<file path="config.mk">
export PLATFORM = sky130hd
export DESIGN_NAME = data_mem_arbiter_flat
export DESIGN_NICKNAME = d
export VERILOG_FILES = /design/src/rtl/data_mem_arbiter_if.sv /design/src/rtl/data_mem_arbiter.sv /design/src/flat_wrapper.sv
export SDC_FILE = /design/constraint.sdc
export NUM_CORES = 1
export LEC_CHECK = 0
export CORE_AREA = 2 2 139 141
export CTS_CLUSTER_SIZE = 16
export DETAILED_ROUTE_END_ITERATION = 6
export DIE_AREA = 0 0 141 143
export SYNTH_ARGS = -nofsm -noshare
export SYNTH_HDL_FRONTEND = slang
export SYNTH_SLANG_ARGS = --single-unit
</file>
<file path="constraint.sdc">
create_clock -name clock -period 8.9 [get_ports clock]
set_clock_uncertainty 0.1 [all_clocks]
set_input_delay 1.78 -clock clock [delete_from_list [all_inputs] [get_ports clock]]
set_output_delay 1.78 -clock clock [all_outputs]
set_load 0.05 [all_outputs]
</file>
<file path="src/rtl/data_mem_arbiter_if.sv">
// Request/grant/read-data bundle between the two requesters (CU, PN) and the
// shared data-memory arbiter.
interface data_mem_arbiter_if #(
  parameter int ADDR_W = 3,
  parameter int DATA_W = 8
);
  logic              cu_req;
  logic              cu_we;
  logic [ADDR_W-1:0] cu_addr;
  logic [DATA_W-1:0] cu_wdata;
  logic              cu_lock;
  logic              cu_gnt;
  logic              cu_rvalid;
  logic [DATA_W-1:0] cu_rdata;

  logic              pn_req;
  logic              pn_we;
  logic [ADDR_W-1:0] pn_addr;
  logic [DATA_W-1:0] pn_wdata;
  logic              pn_gnt;
  logic              pn_rvalid;
  logic [DATA_W-1:0] pn_rdata;
  logic              pn_starved;

  modport master (
    output cu_req, cu_we, cu_addr, cu_wdata, cu_lock,
    input  cu_gnt, cu_rvalid, cu_rdata,
    output pn_req, pn_we, pn_addr, pn_wdata,
    input  pn_gnt, pn_rvalid, pn_rdata, pn_starved
  );

  modport slave (
    input  cu_req, cu_we, cu_addr, cu_wdata, cu_lock,
    output cu_gnt, cu_rvalid, cu_rdata,
    input  pn_req, pn_we, pn_addr, pn_wdata,
    output pn_gnt, pn_rvalid, pn_rdata, pn_starved
  );
endinterface

</file>
<file path="src/rtl/data_mem_arbiter.sv">
// Single-port operand/result memory shared by the multiply control unit (high
// priority, lockable) and the front-panel scanner (low priority, anti-starvation).
module data_mem_arbiter #(
  parameter int ADDR_W   = 3,
  parameter int DATA_W   = 8,
  parameter int MAX_WAIT = 4
) (
  input  logic               clock,
  input  logic               reset,
  data_mem_arbiter_if.slave  bus
);

  localparam int         DEPTH   = 1 << ADDR_W;
  localparam logic [3:0] MAX_CNT = 4'(MAX_WAIT);

  typedef enum logic {FREE, CU_LOCKED} state_t;

  state_t            state;
  logic [3:0]        wcnt;
  logic [DATA_W-1:0] mem [DEPTH];
  logic              cu_gnt_c;
  logic              pn_gnt_c;
  logic              cu_vld_p1;
  logic              pn_vld_p1;
  logic [DATA_W-1:0] cu_rdata_p1;
  logic [DATA_W-1:0] pn_rdata_p1;

  function automatic logic [3:0] sat_inc(input logic [3:0] v);
    return (v >= MAX_CNT) ? MAX_CNT : v + 4'd1;
  endfunction

  // Grant decode: a starved PN beats the CU only while the port is unlocked.
  always_comb begin
    cu_gnt_c = 1'b0;
    pn_gnt_c = 1'b0;
    if (!reset) begin
      if (state == CU_LOCKED)
        cu_gnt_c = bus.cu_req;
      else if (bus.pn_req && (wcnt == MAX_CNT))
        pn_gnt_c = 1'b1;
      else if (bus.cu_req)
        cu_gnt_c = 1'b1;
      else if (bus.pn_req)
        pn_gnt_c = 1'b1;
    end
  end

  // Control: lock FSM, PN wait counter, read-valid strobes.
  always_ff @(posedge clock or posedge reset) begin
    if (reset) begin
      state     <= FREE;
      wcnt      <= 4'd0;
      cu_vld_p1 <= 1'b0;
      pn_vld_p1 <= 1'b0;
    end else begin
      case (state)
        FREE:      if (cu_gnt_c && bus.cu_lock) state <= CU_LOCKED;
        CU_LOCKED: if (!bus.cu_lock) state <= FREE;
        default:   state <= FREE;
      endcase
      if (!bus.pn_req || pn_gnt_c)
        wcnt <= 4'd0;
      else if (state == FREE)
        wcnt <= sat_inc(wcnt);
      cu_vld_p1 <= cu_gnt_c && !bus.cu_we;
      pn_vld_p1 <= pn_gnt_c && !bus.pn_we;
    end
  end

  // Storage and read-data registers; grants are mutually exclusive.
  always_ff @(posedge clock or posedge reset) begin
    if (reset) begin
      for (int i = 0; i < DEPTH; i++) mem[i] <= '0;
      cu_rdata_p1 <= '0;
      pn_rdata_p1 <= '0;
    end else begin
      if (cu_gnt_c) begin
        if (bus.cu_we) mem[bus.cu_addr] <= bus.cu_wdata;
        else           cu_rdata_p1      <= mem[bus.cu_addr];
      end else if (pn_gnt_c) begin
        if (bus.pn_we) mem[bus.pn_addr] <= bus.pn_wdata;
        else           pn_rdata_p1      <= mem[bus.pn_addr];
      end
    end
  end

  assign bus.cu_gnt     = cu_gnt_c;
  assign bus.pn_gnt     = pn_gnt_c;
  assign bus.cu_rvalid  = cu_vld_p1;
  assign bus.pn_rvalid  = pn_vld_p1;
  assign bus.cu_rdata   = cu_rdata_p1;
  assign bus.pn_rdata   = pn_rdata_p1;
  assign bus.pn_starved = (wcnt == MAX_CNT);

endmodule
</file>
<file path="src/flat_wrapper.sv">
// flat-port wrapper written by rule: the top's interface ports become plain ports
module data_mem_arbiter_flat 
#(
  parameter int ADDR_W   = 3,
  parameter int DATA_W   = 8,
  parameter int MAX_WAIT = 4
)
  (clock, reset, bus_cu_req, bus_cu_we, bus_cu_addr, bus_cu_wdata, bus_cu_lock, bus_cu_gnt, bus_cu_rvalid, bus_cu_rdata, bus_pn_req, bus_pn_we, bus_pn_addr, bus_pn_wdata, bus_pn_gnt, bus_pn_rvalid, bus_pn_rdata, bus_pn_starved);
  data_mem_arbiter_if #(.ADDR_W(ADDR_W), .DATA_W(DATA_W)) bus_i ();
  input  logic clock;
  input  logic reset;
  input wire logic [$bits(bus_i.cu_req)-1:0] bus_cu_req;
  input wire logic [$bits(bus_i.cu_we)-1:0] bus_cu_we;
  input wire logic [$bits(bus_i.cu_addr)-1:0] bus_cu_addr;
  input wire logic [$bits(bus_i.cu_wdata)-1:0] bus_cu_wdata;
  input wire logic [$bits(bus_i.cu_lock)-1:0] bus_cu_lock;
  output wire logic [$bits(bus_i.cu_gnt)-1:0] bus_cu_gnt;
  output wire logic [$bits(bus_i.cu_rvalid)-1:0] bus_cu_rvalid;
  output wire logic [$bits(bus_i.cu_rdata)-1:0] bus_cu_rdata;
  input wire logic [$bits(bus_i.pn_req)-1:0] bus_pn_req;
  input wire logic [$bits(bus_i.pn_we)-1:0] bus_pn_we;
  input wire logic [$bits(bus_i.pn_addr)-1:0] bus_pn_addr;
  input wire logic [$bits(bus_i.pn_wdata)-1:0] bus_pn_wdata;
  output wire logic [$bits(bus_i.pn_gnt)-1:0] bus_pn_gnt;
  output wire logic [$bits(bus_i.pn_rvalid)-1:0] bus_pn_rvalid;
  output wire logic [$bits(bus_i.pn_rdata)-1:0] bus_pn_rdata;
  output wire logic [$bits(bus_i.pn_starved)-1:0] bus_pn_starved;
  assign bus_i.cu_req = bus_cu_req;
  assign bus_i.cu_we = bus_cu_we;
  assign bus_i.cu_addr = bus_cu_addr;
  assign bus_i.cu_wdata = bus_cu_wdata;
  assign bus_i.cu_lock = bus_cu_lock;
  assign bus_cu_gnt = bus_i.cu_gnt;
  assign bus_cu_rvalid = bus_i.cu_rvalid;
  assign bus_cu_rdata = bus_i.cu_rdata;
  assign bus_i.pn_req = bus_pn_req;
  assign bus_i.pn_we = bus_pn_we;
  assign bus_i.pn_addr = bus_pn_addr;
  assign bus_i.pn_wdata = bus_pn_wdata;
  assign bus_pn_gnt = bus_i.pn_gnt;
  assign bus_pn_rvalid = bus_i.pn_rvalid;
  assign bus_pn_rdata = bus_i.pn_rdata;
  assign bus_pn_starved = bus_i.pn_starved;
  data_mem_arbiter #(.ADDR_W(ADDR_W), .DATA_W(DATA_W), .MAX_WAIT(MAX_WAIT)) u_core (.clock(clock), .reset(reset), .bus(bus_i));
endmodule
</file>
======== Word-level counts from Yosys, hierarchy flattened ========
Index checks and enable logic that the tools add are counted.
cells by class
  add/subtract/negate cells ............... 1
  order comparisons ....................... 5
  equal/unequal tests ..................... 3
  muxes and demuxes ....................... 31
  bitwise logic cells ..................... 6
  reduce and logical (&&, ||, !) cells .... 15
operator list
  operator               count
  $mux W64               4
  $bwmux W64             2
  $bmux W8 S3            2
  $demux W8 S3           2
  $mux W8                6
  $mux W4                3
  $mux W1                11
  $ge A4 B4 Y1 const B   2
  $lt A4 B1 Y1 const B   2
  $not A3 Y4             2
  $logic_and A1 B1 Y1    6
  $reduce_and A3 Y1      2
  $add A4 B1 Y4 const B  1
  $eq A4 B3 Y1 const B   1
  $ge A4 B3 Y1 const B   1
  $ne A2 B2 Y1 const B   2
  $not A1 Y1             4
  $reduce_bool A2 Y1     2
  $logic_not A1 Y1       3
  $pmux W1 S2            1
  $reduce_and A2 Y1      1
  $logic_or A1 B1 Y1     1
word-level totals
  flip-flop bits (word level) ............. 87
  bits of input ports ..................... 29
  output and inout port bits .............. 21
  word-level logic and storage cells ...... 75

======== Depth between registers and ports, before layout ========
  depth after elaboration ................. 9
  depth in mapped cells ................... 8
  depth with buffers taken out ............ 7

======== Least setup slack after synthesis ========
No wires, ideal clock.
  kind .................................... input-to-output
  start point ............................. input port reset
  end point ............................... output port bus_pn_gnt
  data arrival time ....................... 3.514 ns
  required time ........................... 7.020 ns
  slack ................................... 3.506 ns
  stages on the path ...................... 3
  path buffers ............................ 1
  cells stage by stage .................... buf_2 -> nor3b_4 -> a21boi_0
on the way
  longest elaborated chain between the ends .. 1
ends and longest elaborated chain
  element          RTL line                RTL
  start, declared  flat_wrapper.sv:11      input logic reset;
  $mux W1          data_mem_arbiter.sv:36  if (!reset) begin
  end, declared    flat_wrapper.sv:24      output wire logic [$bits(bus_i.pn_gnt)-1:0] bus_pn_gnt;
Every way passes these cells.

======== Worst setup path after layout ========
  start point ............................. input port bus_pn_req
  end point ............................... output port bus_pn_gnt
on the way
  longest elaborated chain between the ends .. 5
ends and longest elaborated chain
  element          RTL line                RTL
  start, declared  flat_wrapper.sv:20      input wire logic [$bits(bus_i.pn_req)-1:0] bus_pn_req;
  $mux W1          data_mem_arbiter.sv:43  else if (bus.pn_req)
  $mux W1          data_mem_arbiter.sv:41  else if (bus.cu_req)
  $mux W1 (*)      data_mem_arbiter.sv:39  else if (bus.pn_req && (wcnt == MAX_CNT))
  $mux W1 (*)      data_mem_arbiter.sv:37  if (state == CU_LOCKED)
  $mux W1 (*)      data_mem_arbiter.sv:36
Every way passes the cells marked *; elsewhere a longest branch is shown, timed or not.

==> impl_metrics.tcl <==
set metrics [dict create \
    num_rows 50 \
    hold_class "reg -> reg" \
    routed_via_density 5.965 \
    max_cap_viol_count 0 \
    start_kind "primary input" \
    rrSetupSlack_ns 6.04 \
    grt_pass1_wl_um 29770 \
    cts_root_buf "sky130_fd_sc_hd__clkbuf_16" \
    netlist-cell-type-count 68 \
    setup_ws_ns 2.972 \
    crit_path_frequent_cell "sky130_fd_sc_hd__clkdlybuf4s50_1" \
    pin_count 50 \
    pwr-share-comb_pct 29.5 \
    timing.hold.worst.start "u_core.bus.pn_rdata[3]" \
    core_um2 18580 \
    cts_inserted_buffers 9 \
    insertion_delay_ns 0.35 \
    critical_r2r_capture "u_core.bus.pn_rdata[1]" \
    drt_first_pass_iters 7 \
    totalWireLength_um 19680 \
    post_placement_setup_slack_ns 2.956 \
    final.min_clock_period_ns 5.928 \
    die_area_um2 20160 \
    power_switching_share_pct 35.37 \
    ir_worst_vdd_uv 116.3 \
    powerDensity_nw_per_um2 212.1 \
    critical_path.endpoint_type "output pin" \
    antenna_found_initial 0 \
    layout.cells.most_common_list "sky130_fd_sc_hd__dfrtp_1 (87), sky130_fd_sc_hd__inv_1 (71), sky130_fd_sc_hd__a21oi_1 (54)" \
    postCtsResizedCells 0 \
    power.internal_mw 0.8789 \
    synth.cell_area_um2 5490 \
    timing.final.max_slew_violations 0 \
    timing.critical_path.to "bus_pn_gnt" \
    fin_setup_tns_ns 0 \
    power.sequential.fraction_pct 42.2 \
    htree_num_levels 3 \
    detail_route.drc_violations 1 \
    initial_utilization_pct 29.55 \
    critical_path_arrival_ns 4.05 \
    power_frac_clock_pct 28.4 \
    die_width_um 141 \
    path_clk_slew_ns 0.06 \
    critPathMaxFanout 11 \
    most_used_flip_flop_cell_after_synthesis "sky130_fd_sc_hd__dfrtp_1" \
    worstMarginPinSlew_ns 1.307 \
    grtUsageMet2_pct 31.53 \
    routed-via-count 5058 \
    net_switching_power_mw 0.4810 \
    synth_top_area_share_pct 39.65 \
    finalSetupViolations 0 \
    layout.cell_area.non_filler_um2 6411 \
    gr-max-usage-layer "met2" \
    startpoint "bus_pn_req" \
    groute.layer.met3.usage_pct 4.326 \
    yosys_warnings 0 \
    final_nets 641 \
    final_cells 848 \
    globalRoute.totalOverflow 0 \
    unrepaired_setup_endpoints_after_global_routing "false" \
    n_antenna_cell 0 \
    track_usage_pct 19.81 \
    drive_gt1_share_pct 10.75 \
    worstPathCellList "clkdlybuf4s50_1 -> nor3b_4 -> a21boi_0 -> clkdlybuf4s50_1" \
    clock-sinks 87 \
    syn_inst 584 \
    slew_headroom_pct 12.77 \
    route.detailed.wl_per_inst_um 23.21 \
    drt_iter0_markers 740 \
    post_synth.cell_area_avg_um2 9.401 \
    yosysSeqAreaShare_pct 39.65 \
    placed_cell_area_um2 6125 \
    count_of_buffers_from_port_buffering 49 \
    chipHeight_um 143 \
    gpl.final_weighted_congestion 0.9080 \
    rr_worst_depth 6 \
    achievable-frequency_mhz 168.7 \
    synth_top_cells_by_area "sky130_fd_sc_hd__dfrtp_1 (40%), sky130_fd_sc_hd__o22ai_1 (5.1%), sky130_fd_sc_hd__a21oi_1 (4.9%)" \
    asyncSetResetFlopFracSynth_pct 100.0 \
    max_stage_delay_ns 0.86 \
    synth.ff_latch_count 87 \
    pin_count_of_the_biggest_net_entering_global_routing 49 \
    mostFrequentLayoutCell "sky130_fd_sc_hd__dfrtp_1" \
    violations "DRC" \
    postCtsHoldBufs 0 \
    clock_tree_from_tritoncts "built" \
    p_leak_nw 2.686 \
    critical_path_class "in -> out" \
    critPathRequiredTime_ns 7.02 \
    use_met1_pct 25.76 \
    fillers 1914 \
    remaining_antenna_violation_count_after_routing 0 \
    area_growth_syn_to_layout_pct 16.77 \
    timing_hold_violations_final 0 \
    synth.net_count 615 \
    placed_cells_incl_taps 833 \
    place.detailed.hpwl_um 12900 \
    share_of_the_core_filled_with_cells_in_the_final_layout_pct 34.51 \
    outcome "finished with violations" \
    clock_path_buffers 2 \
    final_min_period_over_clock_period_pct 66.61 \
    post-cts-setup-buffers 0 \
    vias_in_the_first_global_route 4972 \
    timing.rr.start "u_core.wcnt[0]" \
    crit_path_top_delay_cell "sky130_fd_sc_hd__clkdlybuf4s50_1" \
    number_of_flops_mapped_to_enable_cells_by_yosys 0 \
    synth.largest_area_cell "sky130_fd_sc_hd__dfrtp_1" \
]
## cells in the mapped netlist (all sizes together), types with 4 or more instances
library cell / number
o221a: 8
o221ai: 12
a31oi: 13
mux4: 6
nand2: 19
o21ai: 7
inv: 74
and3: 4
mux2: 10
dfrtp: 87
buf: 38
nor2b: 7
nand3: 20
a221o: 5
mux2i: 17
a221oi: 16
a21oi: 56
o22a: 4
nand2b: 8
nor2: 36
o211ai: 8
nand3b: 6
a211oi: 8
o22ai: 51
clkbuf: 6
nand4bb: 5
and2: 4
o2111ai: 7
o32ai: 7
## per-layer routing
layer,vias up,wire (um),share of wire (%)
li1,2258,-,-
met1,2458,8150,41
met2,282,9019,46
met3,60,1807,9.2
met4,0,707,3.6
met5,-,0,0
## cell families (layout without fill, tap and decap cells)
kind of cell | count (synthesis) | in the layout | synth area share [%]
simple gates | 122 | 122 | 12.60
flops | 87 | 87 | 39.65
fa+ha+maj | 2 | 2 | 0.4557
buf+inv | 118 | 148 | 9.298
mux | 33 | 33 | 7.612
compound gates | 222 | 222 | 30.38
## sequential cells by signal, indices dropped and copies added, names as in the netlist
name and count:
u_core.mem 64, u_core.bus.pn_rvalid 1, u_core.wcnt 4, u_core.bus.cu_rvalid 1, u_core.state 1, u_core.bus.pn_rdata 8, u_core.bus.cu_rdata 8
## worst max-delay path, delay by kind of cell
kind	cells	cell delay, ns
buf+inv	2	1.50
simple gates	1	0.45
compound gates	1	0.32
## worst min path at each step
stage | endpoint | depth (start not counted)
2_1_floorplan | u_core.mem[25] | 2
3_3_place_gp | u_core.bus.pn_rdata[3] | 1
5_1_grt | u_core.bus.pn_rdata[1] | 1
4_1_cts | u_core.bus.pn_rdata[3] | 1
3_5_place_dp | u_core.bus.pn_rdata[3] | 1
6_report | u_core.bus.pn_rdata[3] | 1
## power groups by stage
stage                     logic, mW  registers, mW  clock network, mW
after global routing          0.435          0.586              0.402
after detailed placement      0.399          0.579                  0
final                         0.401          0.574              0.386
after floorplan               0.222          0.622                  0
after CTS                     0.400          0.572              0.389
after global placement        0.394          0.576                  0
## metrics by stage
stage	hold slack (ns)	power (mW)
after floorplan	0.3948	0.8437
after global placement	0.3865	0.9700
after detailed placement	0.3919	0.9778
after CTS	0.4071	1.361
after global routing	0.4300	1.423
final	0.4015	1.360
## layout make-up
| class | count | area, um2 | area share, % |
|---|---|---|---|
| clock buffer | 10 | 229.0 | 3.571 |
| clock inverter | 5 | 57.56 | 0.8977 |
| inverter | 74 | 281.5 | 4.391 |
| multi-input combinational | 379 | 2808 | 43.79 |
| sequential | 87 | 2177 | 33.96 |
| tap | 234 | 292.8 | 4.567 |
| timing repair buffer | 59 | 565.5 | 8.821 |
Power figures use the tool's default switching activity.
